### src/rtl/tinyjambu_perm_ctrl.sv
// Frame sequencer for the masked TinyJAMBU keyed permutation (fresh handshake, core enable, state shift).
// Optional build macro TJ_PERM_CTRL_ABORT_EN adds abort_i / aborted_o.
//
// state | meaning
// IDLE  | waiting for start_i; round_o holds its last value
// REQ   | requesting a fresh 32-bit word from the PRNG; core and state frozen
// WAIT  | core gadgets clocked for NLFSR_LAT cycles on stable inputs
// SHIFT | one-cycle 32-bit shift of the masked state with the core output
// DONE  | one-cycle completion pulse; round counter cleared
module tinyjambu_perm_ctrl #(
    parameter int NLFSR_LAT    = 2,
    parameter int ROUNDS_SHORT = 20,
    parameter int ROUNDS_LONG  = 32,
    parameter int CNT_W        = 6
) (
    input  logic             clk,
    input  logic             rst,
    input  logic             start_i,
    input  logic             long_i,
    input  logic             rnd_valid_i,
`ifdef TJ_PERM_CTRL_ABORT_EN
    input  logic             abort_i,
    output logic             aborted_o,
`endif
    output logic             rnd_ready_o,
    output logic             fresh_ld_o,
    output logic             core_en_o,
    output logic             state_en_o,
    output logic             busy_o,
    output logic             done_o,
    output logic [CNT_W-1:0] round_o
);

    typedef enum logic [2:0] {
        ST_IDLE,
        ST_REQ,
        ST_WAIT,
        ST_SHIFT,
        ST_DONE
    } state_t;

    localparam logic [2:0]       LAT_LAST   = 3'(NLFSR_LAT - 1);
    localparam logic [CNT_W-1:0] SHORT_LAST = CNT_W'(ROUNDS_SHORT - 1);
    localparam logic [CNT_W-1:0] LONG_LAST  = CNT_W'(ROUNDS_LONG - 1);

    state_t           state_q, state_d;
    logic [CNT_W-1:0] round_q, round_d;
    logic [2:0]       lat_q, lat_d;
    logic             long_q, long_d;
    logic             abort_req;
    logic             abort_hit;
    logic [CNT_W-1:0] last_round;

`ifdef TJ_PERM_CTRL_ABORT_EN
    logic aborted_q;

    assign abort_req = abort_i;
    assign aborted_o = aborted_q;

    always_ff @(posedge clk) begin
        if (!rst) aborted_q <= 1'b0;
        else      aborted_q <= abort_hit;
    end
`else
    assign abort_req = 1'b0;
`endif

    assign last_round = long_q ? LONG_LAST : SHORT_LAST;
    assign round_o    = round_q;

    always_ff @(posedge clk) begin
        if (!rst) begin
            state_q <= ST_IDLE;
            round_q <= '0;
            lat_q   <= '0;
            long_q  <= 1'b0;
        end else begin
            state_q <= state_d;
            round_q <= round_d;
            lat_q   <= lat_d;
            long_q  <= long_d;
        end
    end

    always_comb begin
        state_d     = state_q;
        round_d     = round_q;
        lat_d       = lat_q;
        long_d      = long_q;
        abort_hit   = 1'b0;
        rnd_ready_o = 1'b0;
        fresh_ld_o  = 1'b0;
        core_en_o   = 1'b0;
        state_en_o  = 1'b0;
        busy_o      = 1'b0;
        done_o      = 1'b0;

        case (state_q)
            ST_IDLE: begin
                if (start_i) begin
                    long_d  = long_i;
                    round_d = '0;
                    state_d = ST_REQ;
                end
            end
            ST_REQ: begin
                busy_o = 1'b1;
                // an aborting frame does not consume a PRNG word
                rnd_ready_o = ~abort_req;
                if (abort_req) begin
                    abort_hit = 1'b1;
                    state_d   = ST_IDLE;
                end else if (rnd_valid_i) begin
                    fresh_ld_o = 1'b1;
                    lat_d      = LAT_LAST;
                    state_d    = ST_WAIT;
                end
            end
            ST_WAIT: begin
                busy_o    = 1'b1;
                core_en_o = 1'b1;
                if (abort_req) begin
                    abort_hit = 1'b1;
                    state_d   = ST_IDLE;
                end else if (lat_q == '0) begin
                    state_d = ST_SHIFT;
                end else begin
                    lat_d = lat_q - 3'd1;
                end
            end
            ST_SHIFT: begin
                busy_o     = 1'b1;
                state_en_o = 1'b1;
                if (round_q == last_round) begin
                    state_d = ST_DONE;
                end else begin
                    round_d = round_q + CNT_W'(1);
                    state_d = ST_REQ;
                end
            end
            ST_DONE: begin
                busy_o  = 1'b1;
                done_o  = 1'b1;
                round_d = '0;
                state_d = ST_IDLE;
            end
            default: state_d = ST_IDLE;
        endcase
    end

endmodule

### config.mk
export PLATFORM = sky130hd
export DESIGN_NAME = tinyjambu_perm_ctrl
export DESIGN_NICKNAME = d
export VERILOG_FILES = /design/src/rtl/tinyjambu_perm_ctrl.sv
export SDC_FILE = /design/constraint.sdc
export NUM_CORES = 1
export LEC_CHECK = 0
export BUFFER_PORTS_ARGS = -buffer_cell sky130_fd_sc_hd__clkbuf_2
export CAP_MARGIN = 20
export CORE_MARGIN = 4
export CORE_UTILIZATION = 30
export DETAILED_ROUTE_END_ITERATION = 8
export GPL_ROUTABILITY_DRIVEN = 0
export GPL_TIMING_DRIVEN = 0
export PLACE_DENSITY = 0.61
export SLEW_MARGIN = 30
export SYNTH_ARGS = -nofsm -noshare
export SYNTH_HDL_FRONTEND = slang
export SYNTH_SLANG_ARGS = --single-unit
### constraint.sdc
create_clock -name clk -period 1.8 [get_ports clk]
set_input_delay 0.18 -clock clk [delete_from_list [all_inputs] [get_ports clk]]
set_output_delay 0.18 -clock clk [all_outputs]
set_load 0.01 [all_outputs]
=== Word-level counts from Yosys, hierarchy flattened ===
Index checks and enable logic that the tools add are counted.

* Output and inout port bits: 12
* Register bits after elaboration: 13
* Word-level logic and storage cells: 44

* Muxes and demuxes: 19
* Reduce and logical (&&, ||, !) cells: 9
* Add/sub/neg operators: 2
* Equal/unequal tests: 10

{| class="wikitable"
|+ Operators with widths
! operator !! number
|-
| 3-bit two-way mux || 6
|-
| 6-bit case mux with 3 select lines || 1
|-
| 6-bit two-way mux || 2
|-
| 3-bit case mux with 4 select lines || 1
|-
| 2-bit inequality test, second input constant || 5
|-
| 3-bit AND reduction || 3
|-
| 1-bit two-way mux || 7
|-
| 6-bit by 1-bit adder with 6-bit output, second input constant || 1
|-
| 3-bit by 2-bit == test with 1-bit output, second input constant || 2
|-
| 6-bit by 5-bit == test with 1-bit output || 1
|-
| 3-bit logical NOT || 2
|-
| 3-bit case mux with 2 select lines || 1
|-
| 4-bit two-way mux || 1
|-
| 4-bit OR reduction || 1
|-
| 3-bit by 1-bit == test with 1-bit output, second input constant || 1
|-
| 3-bit == test, second input constant || 1
|-
| 3-bit nonzero test || 1
|-
| 3-bit by 1-bit subtractor with 3-bit output, second input constant || 1
|-
| 2-bit AND reduction || 1
|-
| 2-bit nonzero test || 1
|}

=== Longest topological paths before layout ===
* Depth in word-level cells: 4
* Depth in mapped cells: 6
* Mapped depth without buffers: 6

=== Worst setup path after synthesis ===
Ideal clock, no wire load.

* Kind: reg-to-reg
* Start point: register round_q[2], in the netlist round_o[2]
* End point: register state_q[0]
* Cell stages (with the launch flop): 5
* Path buffers: 0
* Arrival: 1670 ps
* Setup slack: 15 ps
* Required time: 1685 ps
* Cells stage by stage: dfxtp_1 -> or3_1 -> a211o_1 -> mux4_2 -> nor2b_4

* Longest elaborated chain between the ends: 3

{| class="wikitable"
|+ Ends and longest elaborated chain
! element !! RTL line !! source
|-
| start, declared || 47 || <nowiki>logic [CNT_W-1:0] round_q, round_d;</nowiki>
|-
| start signal, assigned || 79 || <nowiki>round_q <= round_d;</nowiki>
|-
| 6-bit by 5-bit == test with 1-bit output || 134 || <nowiki>if (round_q == last_round) begin</nowiki>
|-
| 3-bit two-way mux || 134 ||
|-
| 3-bit case mux with 4 select lines || 98 || <nowiki>case (state_q)</nowiki>
|-
| end signal, assigned || 78 || <nowiki>state_q <= state_d;</nowiki>
|-
| end, declared || 46 || <nowiki>state_t state_q, state_d;</nowiki>
|}

No other way between the ends.
A chain may end at the register's enable or synchronous reset.

=== Worst setup path after layout ===
Same ends and word-level chain as after synthesis.

==> summary.txt <==
Cells and area
  • Nets: 115
  • N_diodes: 0
  • Layout cell share with drive strength beyond 1: 0.274
  • Area Overhead vs Synth: 22.4%

Global route
  • GR Util met2: 0.197
  • Aggregate global-route resource usage: 0.122
  • Overflow after GRT: 0
  • Largest net degree at the start of global routing: 11
  • First-pass GRT wire length: 3260 µm
  • Met3 track demand over resource: 0.0223
  • Vias in the first global route: 746
  • GR peak layer: met2
  • Antenna violations before repair: 0
  • Grt met1 use: 0.156

Floorplan
  • Chip width: 57.8 µm
  • Total die area: 3340 µm²
  • I/O pins: 17
  • FP Rows: 17
  • Initial Util: 0.327
  • Die Ht: 57.8 µm
  • Core ar.: 2280 µm²

Synthesis
  • Top cells by count, synth: dfxtp_1 (13), nand3_1 (7), nand2_1 (6)
  • EDFF count, synth: 0
  • Post-synthesis area per instance: 8.54 µm²
  • Top FF cell, synth: dfxtp_1
  • Mapped Nets: 95
  • Dominant cell type by area after synthesis: dfxtp_1
  • Yosys top cell area share: 0.350
  • Top-count cell post-synth: dfxtp_1
  • Largest family of logic cells by synthesized area: simple AND/OR/NAND/NOR gates
  • Area fraction in compound gates after synthesis: 0.146
  • Simple-Gate Fraction of Synth Area: 0.333
  • Mapped Cells: 87
  • Post-synthesis cell area: 743 µm²
  • Register area share after synthesis: 0.350
  • Post-Synth XOR/XNOR Area: 0.0118
  • Post-synthesis adder-cell area fraction: 0.0505
  • Seq cells post-synth: 13
  • Yosys warns: 0
  • Area contributors post-synth: dfxtp_1 (35%), ha_1 (5.1%), nand3_1 (4.7%), mux4_2 (3.0%), nand2_1 (3.0%)
  • Netlist cell types: 36
  • Async SR Flop Fraction: 0
  • Mux contribution to synthesized area: 0.0572

Worst setup path
  • Critical path fanouts, max: 8
  • CP Data Arrival Time: 1.94 ns
  • Crit path launch type: flip-flop
  • CP cell instances: or3_1 -> a211o_4 -> mux4_2 -> nor2b_4
  • Critical-path top delay cell: mux4_2
  • Worst setup EP type: flip-flop
  • Crit path required time: 1.98 ns
  • CP Class: reg2reg
  • Crit-path max cell delay: 0.46 ns

STA
  • Post-route worst setup slack: 0.0361 ns
  • Max Transition Viols Final: 0
  • Clock skew: 0.00387 ns
  • Rel. slew slack: 0.642
  • Fin Hold WS: 0.179 ns
  • Final period utilization: 0.980
  • Final TNS setup: 0 ns
  • Period minus WS final: 1.76 ns
  • Final setup fails: 0
  • Worst Tran Pin Value: 0.534 ns
  • Fin. Hold Viols: 0
  • Max Clk Rate: 0.567 GHz

Pwr
  • Seq pwr share: 0.518
  • Worst VDD drop: 0.000216 V
  • P_sw: 173 µW
  • Internal power: 433 µW
  • Clk pwr share: 0.314
  • Logic pwr share: 0.168
  • Ratio of total power to cell area: 667 nW/µm²
  • Leakage: 0.000389 µW
  • Sw Ratio: 0.285

Clocking
  • Longest Clk Path Bufs: 2
  • Root Buffer: clkbuf_4
  • CTS buffer count: 3
  • Hold Buf Count CTS: 0
  • CTS tree: built
  • CTS sink count: 13
  • Worst-Skew Late Latency: 0.28 ns
  • Clk slew on worst S/H paths: 0.09 ns
  • CTS H-tree lvls: 1

Drt
  • Final ANT Viol Nets: 0
  • First-pass DRT Iterations: 5
  • # DRC: 0
  • DR vias/cell: 5.42
  • Final WL: 1850 µm
  • Routed via count: 726
  • Iteration-0 DRC count of the detailed router: 19
  • WL per Instance: 13.8 µm

Job
  • Max-cap violations: 0

Placement
  • Place WS: -0.0556 ns
  • DP HPWL: 1320 µm
  • Port buffer count: 16

Outcome
  • Status: finished clean

Hold path
  • Type of the worst min-delay path: in2reg
## layout make-up
class                   count  area (µm²)
plain buffers               2        7.51
clock buffers               4        26.3
fillers                   246        1370
inverters                   5        18.8
multi-input cells          64         463
flip-flops and latches     13         264
well taps                  28        35.0
repair buffers             18        95.1
## power groups by stage
| stage | registers [µW] | clock network [µW] | logic, µW |
|---|---|---|---|
| after global placement | 311 | 0 | 106 |
| after CTS | 305 | 190 | 112 |
| after global routing | 317 | 206 | 113 |
| final | 314 | 191 | 102 |
| after detailed placement | 312 | 0 | 109 |
| after floorplan | 311 | 0 | 78.0 |
## state kept, by name (all words and copies together) (netlist names)
| name | flops |
|---|---|
| lat_q | 3 |
| state_q | 3 |
| long_q | 1 |
| round_o | 6 |
## kinds of logic after synthesis
family	Yosys count
and+or+nand+nor	41
AOI/OAI and AO/OA	16
DFF	13
buffers and inverters	10
muxes	3
adders and majority gates	3
xor gates and xnor gates	1
## per-layer routing
layer	share of wire	wire length (µm)
met3	0.049	90
met1	0.45	835
met5	0	0
met4	0.0092	17
met2	0.49	902
## critical path: cells and delay by family (launching register included)
family	cells	cell delay (ns)
mux	1	0.46
compound gates	1	0.35
flops	1	0.36
simple gates	2	0.50
## final timing paths
kind / slack [ns] / to / cells after the start / startpoint
max: 0.04 / state_q[0]$_SDFFE_PN0P_ / 4 / round_o[2]$_SDFFE_PN0P_
min reg2reg: 0.48 / round_o[0]$_SDFFE_PN0P_ / 1 / round_o[0]$_SDFFE_PN0P_
max reg2reg: 0.04 / state_q[0]$_SDFFE_PN0P_ / 4 / round_o[2]$_SDFFE_PN0P_
min: 0.18 / long_q$_SDFFE_PN0P_ / 3 / long_i
## cell usage in the layout (no fill, tap or decap), types with 2 or more instances in the layout
master    instances
o21ai_1           2
clkbuf_1          3
nor2_1            5
nand2_1           6
a21oi_1           4
buf_4             2
nand3_1           7
dfxtp_2           3
and3_1            3
nor3b_1           3
clkbuf_4          3
nand4_1           2
dfxtp_1          10
a31oi_1           2
mux2i_1           2
inv_1             5
nand3b_1          2
clkbuf_2         16
nor2b_1           3
ha_1              2
## timing repair
action / 4_1_cts / 5_1_grt
setup buffers: 0 / 2
endpoints found under the setup margin: 3 / 8
resized for setup: 5 / 2
cloned: 0 / 0
pin swaps: 1 / 1
## per-stage QoR
stage,cells,cell area [µm²],total power [µW],utilization
6_report,134,910,606,0.400
5_1_grt,134,910,637,0.400
4_1_cts,135,902,607,0.396
3_5_place_dp,131,858,421,0.377
3_3_place_gp,131,858,418,0.377
2_1_floorplan,87,743,389,-
Note: power is estimated with default switching activity, not from simulation.
